`config.mk`:
```
export PLATFORM = sky130hd
export DESIGN_NAME = traffic_controller
export DESIGN_NICKNAME = d
export VERILOG_FILES = /design/src/rtl/traffic_controller.sv
export SDC_FILE = /design/constraint.sdc
export NUM_CORES = 1
export LEC_CHECK = 0
export ABC_AREA = 1
export CORE_UTILIZATION = 45
export CTS_BUF_LIST = sky130_fd_sc_hd__clkbuf_4 sky130_fd_sc_hd__clkbuf_8 sky130_fd_sc_hd__clkbuf_16
export DETAILED_ROUTE_END_ITERATION = 10
export PLACE_DENSITY_LB_ADDON = 0.05
export SLEW_MARGIN = 20
export SYNTH_ARGS = -nofsm -noshare
export SYNTH_HDL_FRONTEND = slang
export SYNTH_SLANG_ARGS = --single-unit
```
`constraint.sdc`:
```
create_clock -name clk -period 1.7 [get_ports clk]
set_clock_uncertainty 0.1 [all_clocks]
set_input_delay 0.17 -clock clk [delete_from_list [all_inputs] [get_ports clk]]
set_output_delay 0.17 -clock clk [all_outputs]
set_load 0.01 [all_outputs]
```
`src/rtl/traffic_controller.sv`:
```
// rtl/traffic_controller.sv - two-way traffic light sequencer with tick divider.
// Optional one-shot green extension is built when TRAFFIC_EXTENSION_EN is defined.
module traffic_controller #(
  parameter int TICK_DIV    = 100000000,
  parameter int GREEN_TIME  = 10,
  parameter int YELLOW_TIME = 3,
  parameter int RED_TIME    = 1,
  parameter int EXT_TIME    = 5
) (
  input  logic clk,
  input  logic reset,
  input  logic extension,
  output logic tick,
  output logic ns_green,
  output logic ns_yellow,
  output logic ns_red,
  output logic ew_green,
  output logic ew_yellow,
  output logic ew_red
);

  localparam int CW   = $clog2(TICK_DIV);
  localparam int MAXD = GREEN_TIME + EXT_TIME + YELLOW_TIME + RED_TIME;
  localparam int PW   = ($clog2(MAXD + 1) > 8) ? $clog2(MAXD + 1) : 8;

  localparam logic [CW-1:0] DIV_LAST = CW'(TICK_DIV - 1);
  localparam logic [PW-1:0] G_LAST   = PW'(GREEN_TIME - 1);
  localparam logic [PW-1:0] GE_LAST  = PW'(GREEN_TIME + EXT_TIME - 1);
  localparam logic [PW-1:0] Y_LAST   = PW'(YELLOW_TIME - 1);
  localparam logic [PW-1:0] R_LAST   = PW'(RED_TIME - 1);

  typedef enum logic [2:0] {
    S_NS_GREEN, S_NS_YELLOW, S_RED1, S_EW_GREEN, S_EW_YELLOW, S_RED2
  } state_t;

  logic [CW-1:0] div_cnt, div_next;
  state_t        state, state_next;
  logic [PW-1:0] phase, phase_next, phase_last;
  logic          advance;
  logic          ext_add;

  // tick is registered so it is high exactly while div_cnt sits at its last value
  always_comb div_next = (div_cnt == DIV_LAST) ? '0 : div_cnt + 1'b1;

  always_ff @(posedge clk or negedge reset) begin
    if (!reset) begin
      div_cnt <= '0;
      tick    <= 1'b0;
    end else begin
      div_cnt <= div_next;
      tick    <= (div_next == DIV_LAST);
    end
  end

`ifdef TRAFFIC_EXTENSION_EN
  logic granted, granted_next, ext_now;

  assign ext_now = tick & extension & ~granted &
                   ((state == S_NS_GREEN) | (state == S_EW_GREEN));
  assign ext_add = granted | ext_now;

  always_comb begin
    granted_next = granted;
    if (advance)      granted_next = 1'b0;
    else if (ext_now) granted_next = 1'b1;
  end

  always_ff @(posedge clk or negedge reset) begin
    if (!reset) granted <= 1'b0;
    else        granted <= granted_next;
  end
`else
  logic unused_extension;
  assign unused_extension = extension;
  assign ext_add = 1'b0;
`endif

  always_ff @(posedge clk or negedge reset) begin
    if (!reset) begin
      state <= S_NS_GREEN;
      phase <= '0;
    end else begin
      state <= state_next;
      phase <= phase_next;
    end
  end

  always_comb begin
    state_next = state;
    phase_next = phase;
    phase_last = R_LAST;
    case (state)
      S_NS_GREEN, S_EW_GREEN:   phase_last = ext_add ? GE_LAST : G_LAST;
      S_NS_YELLOW, S_EW_YELLOW: phase_last = Y_LAST;
      default:                  phase_last = R_LAST;
    endcase
    advance = tick && (phase == phase_last);
    if (tick) begin
      if (advance) begin
        phase_next = '0;
        case (state)
          S_NS_GREEN:  state_next = S_NS_YELLOW;
          S_NS_YELLOW: state_next = S_RED1;
          S_RED1:      state_next = S_EW_GREEN;
          S_EW_GREEN:  state_next = S_EW_YELLOW;
          S_EW_YELLOW: state_next = S_RED2;
          default:     state_next = S_NS_GREEN;
        endcase
      end else begin
        phase_next = phase + 1'b1;
      end
    end
  end

  always_comb begin
    ns_green  = 1'b0;
    ns_yellow = 1'b0;
    ns_red    = 1'b1;
    ew_green  = 1'b0;
    ew_yellow = 1'b0;
    ew_red    = 1'b1;
    case (state)
      S_NS_GREEN:  begin ns_green  = 1'b1; ns_red = 1'b0; end
      S_NS_YELLOW: begin ns_yellow = 1'b1; ns_red = 1'b0; end
      S_EW_GREEN:  begin ew_green  = 1'b1; ew_red = 1'b0; end
      S_EW_YELLOW: begin ew_yellow = 1'b1; ew_red = 1'b0; end
      default:     ;
    endcase
  end

endmodule

```
==> impl_metrics.json <==
{
  "end_kind": "flop",
  "viasPerCell": 4.83,
  "avgSynthCellArea_sq_um": 7.11,
  "power_frac_comb_pct": 1.4,
  "clkPwrFrac_pct": 46.3,
  "htree_num_levels": 2,
  "antenna_cells": 0,
  "grt_usage_pct": 22.2,
  "wl_per_cell_um": 12.3,
  "areaGrowthSynthToFinish_pct": 32.9,
  "start_util_pct": 47.7,
  "cpPeakStageDelay_ns": 0.39,
  "worstPathArrival_ns": 1.96,
  "cts_sinks": 39,
  "yosys_warnings": 0,
  "fillers": 484,
  "grt_pass1_vias": 2213,
  "ys_types": 29,
  "ioPinCount": 10,
  "power_leakage_nw": 1.68,
  "cp.required_ns": 1.83,
  "power.internal_mw": 1.41,
  "maxCapViolCount": 0,
  "rows": 26,
  "grt_overflow": 0,
  "core_sq_mm": 0.00520,
  "path_common_cell": "nand2_1",
  "fp.dieH_um": 76.3,
  "cp-start-kind": "flop",
  "switching_share_pct": 20.5,
  "critPathSlowestCell": "dfrtp_1",
  "drive_above_1_share_pct": 31.2,
  "p_seq_share_pct": 52.4,
  "drt-initial-drc-count": 128,
  "layout.nets": 417,
  "fin_cells": 483,
  "syn-num-nets": 354,
  "fp.dieW_um": 76.3,
  "slew-limit-headroom_pct": 65.8,
  "routed_wl_um": 5930,
  "clk_latency_ns": 0.30,
  "drc_errors": 0,
  "clockBufferDepth": 2,
  "setup_slack_ns": -0.128,
  "max_freq_ghz": 0.547,
  "status": "complete, but fails checks",
  "post-route-period-util_pct": 108,
  "cts_tree": "done",
  "critPathBufInv": 2,
  "rsz0062_at_grt": "yes",
  "portBuffers": 8,
  "power.density_mw_per_mm2": 536,
  "switchingPower_mw": 0.363,
  "firstDrtPassIters": 4,
  "hold_viol": 0,
  "synth_area_sq_mm": 0.00248,
  "ys_ff_latch": 39,
  "fin_hold_ws_ns": 0.267,
  "hold_class": "in2async",
  "grt_max_degree": 23,
  "clkTransAtPathRegs_ns": 0.08,
  "dp.cells": 469,
  "numCtsBuffers": 5,
  "setup_viol": 4,
  "ys_seq_area_share_pct": 39.3,
  "routabilityCongestion": 0.872,
  "vias": 2334,
  "grt_pass1_wl_um": 10000,
  "critPathMaxFanout": 4,
  "final_core_util_pct": 63.4,
  "netlist_instances": 349,
  "violations": "negative setup slack",
  "irDropWorstVdd_mv": 0.424,
  "hpwl_um": 4490,
  "tightest_slew_ns": 0.513,
  "antenna_found_initial": 0,
  "ant_nets": 0,
  "min_period_ns": 1.83,
  "dieArea_sq_mm": 0.00582,
  "cp_cell_sequence": "buf_4, nand2_2, nor2_4, nand2_4, nor2_4, buf_4, nand2_1, nand2_1, nand2_1, nor2_2, nand3_2, nor2_1",
  "slew_viol_final": 0,
  "path_class": "reg2reg",
  "root_buffer": "clkbuf_8",
  "path_delay_family": "simple AND/OR/NAND/NOR gates"
}
cell usage in the layout, fill, tap and decap left out, drive strengths merged, types with 2 or more instances in the layout:
| master | count |
|---|---|
| xnor2 | 2 |
| inv | 56 |
| nor2 | 73 |
| clkinv | 2 |
| dlygate4sd2 | 4 |
| nand3 | 39 |
| ha | 2 |
| nand4 | 3 |
| dfrtp | 39 |
| buf | 49 |
| nor3 | 9 |
| a21oi | 6 |
| or2 | 3 |
| nand2 | 93 |
| xor2 | 7 |
| clkbuf | 8 |
| o21ai | 9 |
| and2 | 2 |
cell usage after synthesis:
cell type / number / area [sq um]
nand3_1: 39 / 195
ha_1: 2 / 25.0
clkinv_1: 1 / 3.75
dfrtp_1: 39 / 976
nand2_2: 6 / 37.5
nor2_8: 2 / 40.0
nor2_4: 9 / 101
nor2_1: 60 / 225
nand3b_1: 1 / 7.51
a21boi_0: 1 / 7.51
xor2_1: 7 / 61.3
inv_1: 54 / 203
inv_2: 1 / 3.75
nand4_1: 3 / 18.8
nor4_1: 1 / 6.26
a21oi_2: 2 / 17.5
nand2_4: 4 / 45.0
or2_2: 3 / 18.8
xnor2_1: 2 / 17.5
buf_4: 1 / 7.51
o21ai_0: 7 / 35.0
o21ai_1: 2 / 10.0
nor2_2: 2 / 12.5
and2_1: 2 / 12.5
a21oi_1: 4 / 20.0
nor3_1: 9 / 45.0
o21bai_2: 1 / 11.3
nand2_1: 83 / 312
inv_4: 1 / 6.26
metrics by stage:
stage	setup slack (ns)	TNS, ns	cell area (sq um)	power (mW)
floorplan	0.0270	0	2480	0.946
global placement	-0.0841	-0.885	2970	0.969
detailed placement	-0.123	-1.46	2970	0.970
CTS	-0.0762	-0.0869	3180	1.80
global route	-0.226	-1.67	3300	1.84
finish	-0.128	-0.147	3300	1.77
power by group through the flow:
stage               registers (mW)   logic [mW]  clock network [mW]
detailed placement           0.945       0.0247                   0
floorplan                    0.946  0.000000773                   0
finish                       0.927       0.0240               0.819
CTS                          0.927       0.0266               0.847
global placement             0.945       0.0239                   0
global route                 0.927       0.0281               0.885
routing by layer:
metal / global-route usage [%] / wire, um / vias to the layer above
met5: 0 / 0 / -
met4: 10.2 / 154 / 0
met3: 3.71 / 169 / 13
met2: 38.6 / 3000 / 28
met1: 26.7 / 2610 / 1087
li1: - / - / 1206
state kept, by name, summed over array words and instances, names as in the netlist:
| signal | flops |
|---|---|
| state | 3 |
| div_cnt | 27 |
| tick | 1 |
| phase | 8 |
worst paths after layout:
path / from / endpoint / slack, ns / cells past startpoint
worst max-delay path: div_cnt[1]$_DFF_PN0_ / tick$_DFF_PN0_ / -0.13 / 12
worst min-delay path: reset / state[2]$_DFFE_PN0P_ / 0.27 / 2
worst max register to register: div_cnt[1]$_DFF_PN0_ / tick$_DFF_PN0_ / -0.13 / 12
worst min register to register: div_cnt[25]$_DFF_PN0_ / div_cnt[25]$_DFF_PN0_ / 0.44 / 2
max in group asynchronous: reset / div_cnt[19]$_DFF_PN0_ / 0.69 / 3
min in group clk: div_cnt[25]$_DFF_PN0_ / div_cnt[25]$_DFF_PN0_ / 0.44 / 2
final cells by class:
type / count / area [sq um] / share of cell area, %
Inverter: 57 / 216 / 6.56
Timing Repair Buffer: 57 / 450 / 13.7
Multi-Input combinational cell: 252 / 1450 / 43.9
Tap cell: 70 / 87.6 / 2.65
Clock inverter: 2 / 35.0 / 1.06
Sequential cell: 39 / 978 / 29.7
Clock buffer: 6 / 82.6 / 2.50
repair_timing:
item                       in CTS  in global routing
buffers inserted                2                  3
pin swaps                      12                 22
hold buffers                    1                  0
cloned                          0                  0
setup endpoints to repair      21                 25
gates resized for setup        23                 38
hold endpoints to repair       20                  0
kinds of logic after synthesis:
family | synth area share [%]
buf+inv | 9.02
xor+xnor | 3.18
flops | 39.3
simple gates | 43.4
fa+ha+maj | 1.01
compound gates | 4.08
Power figures use the tool's default switching activity.
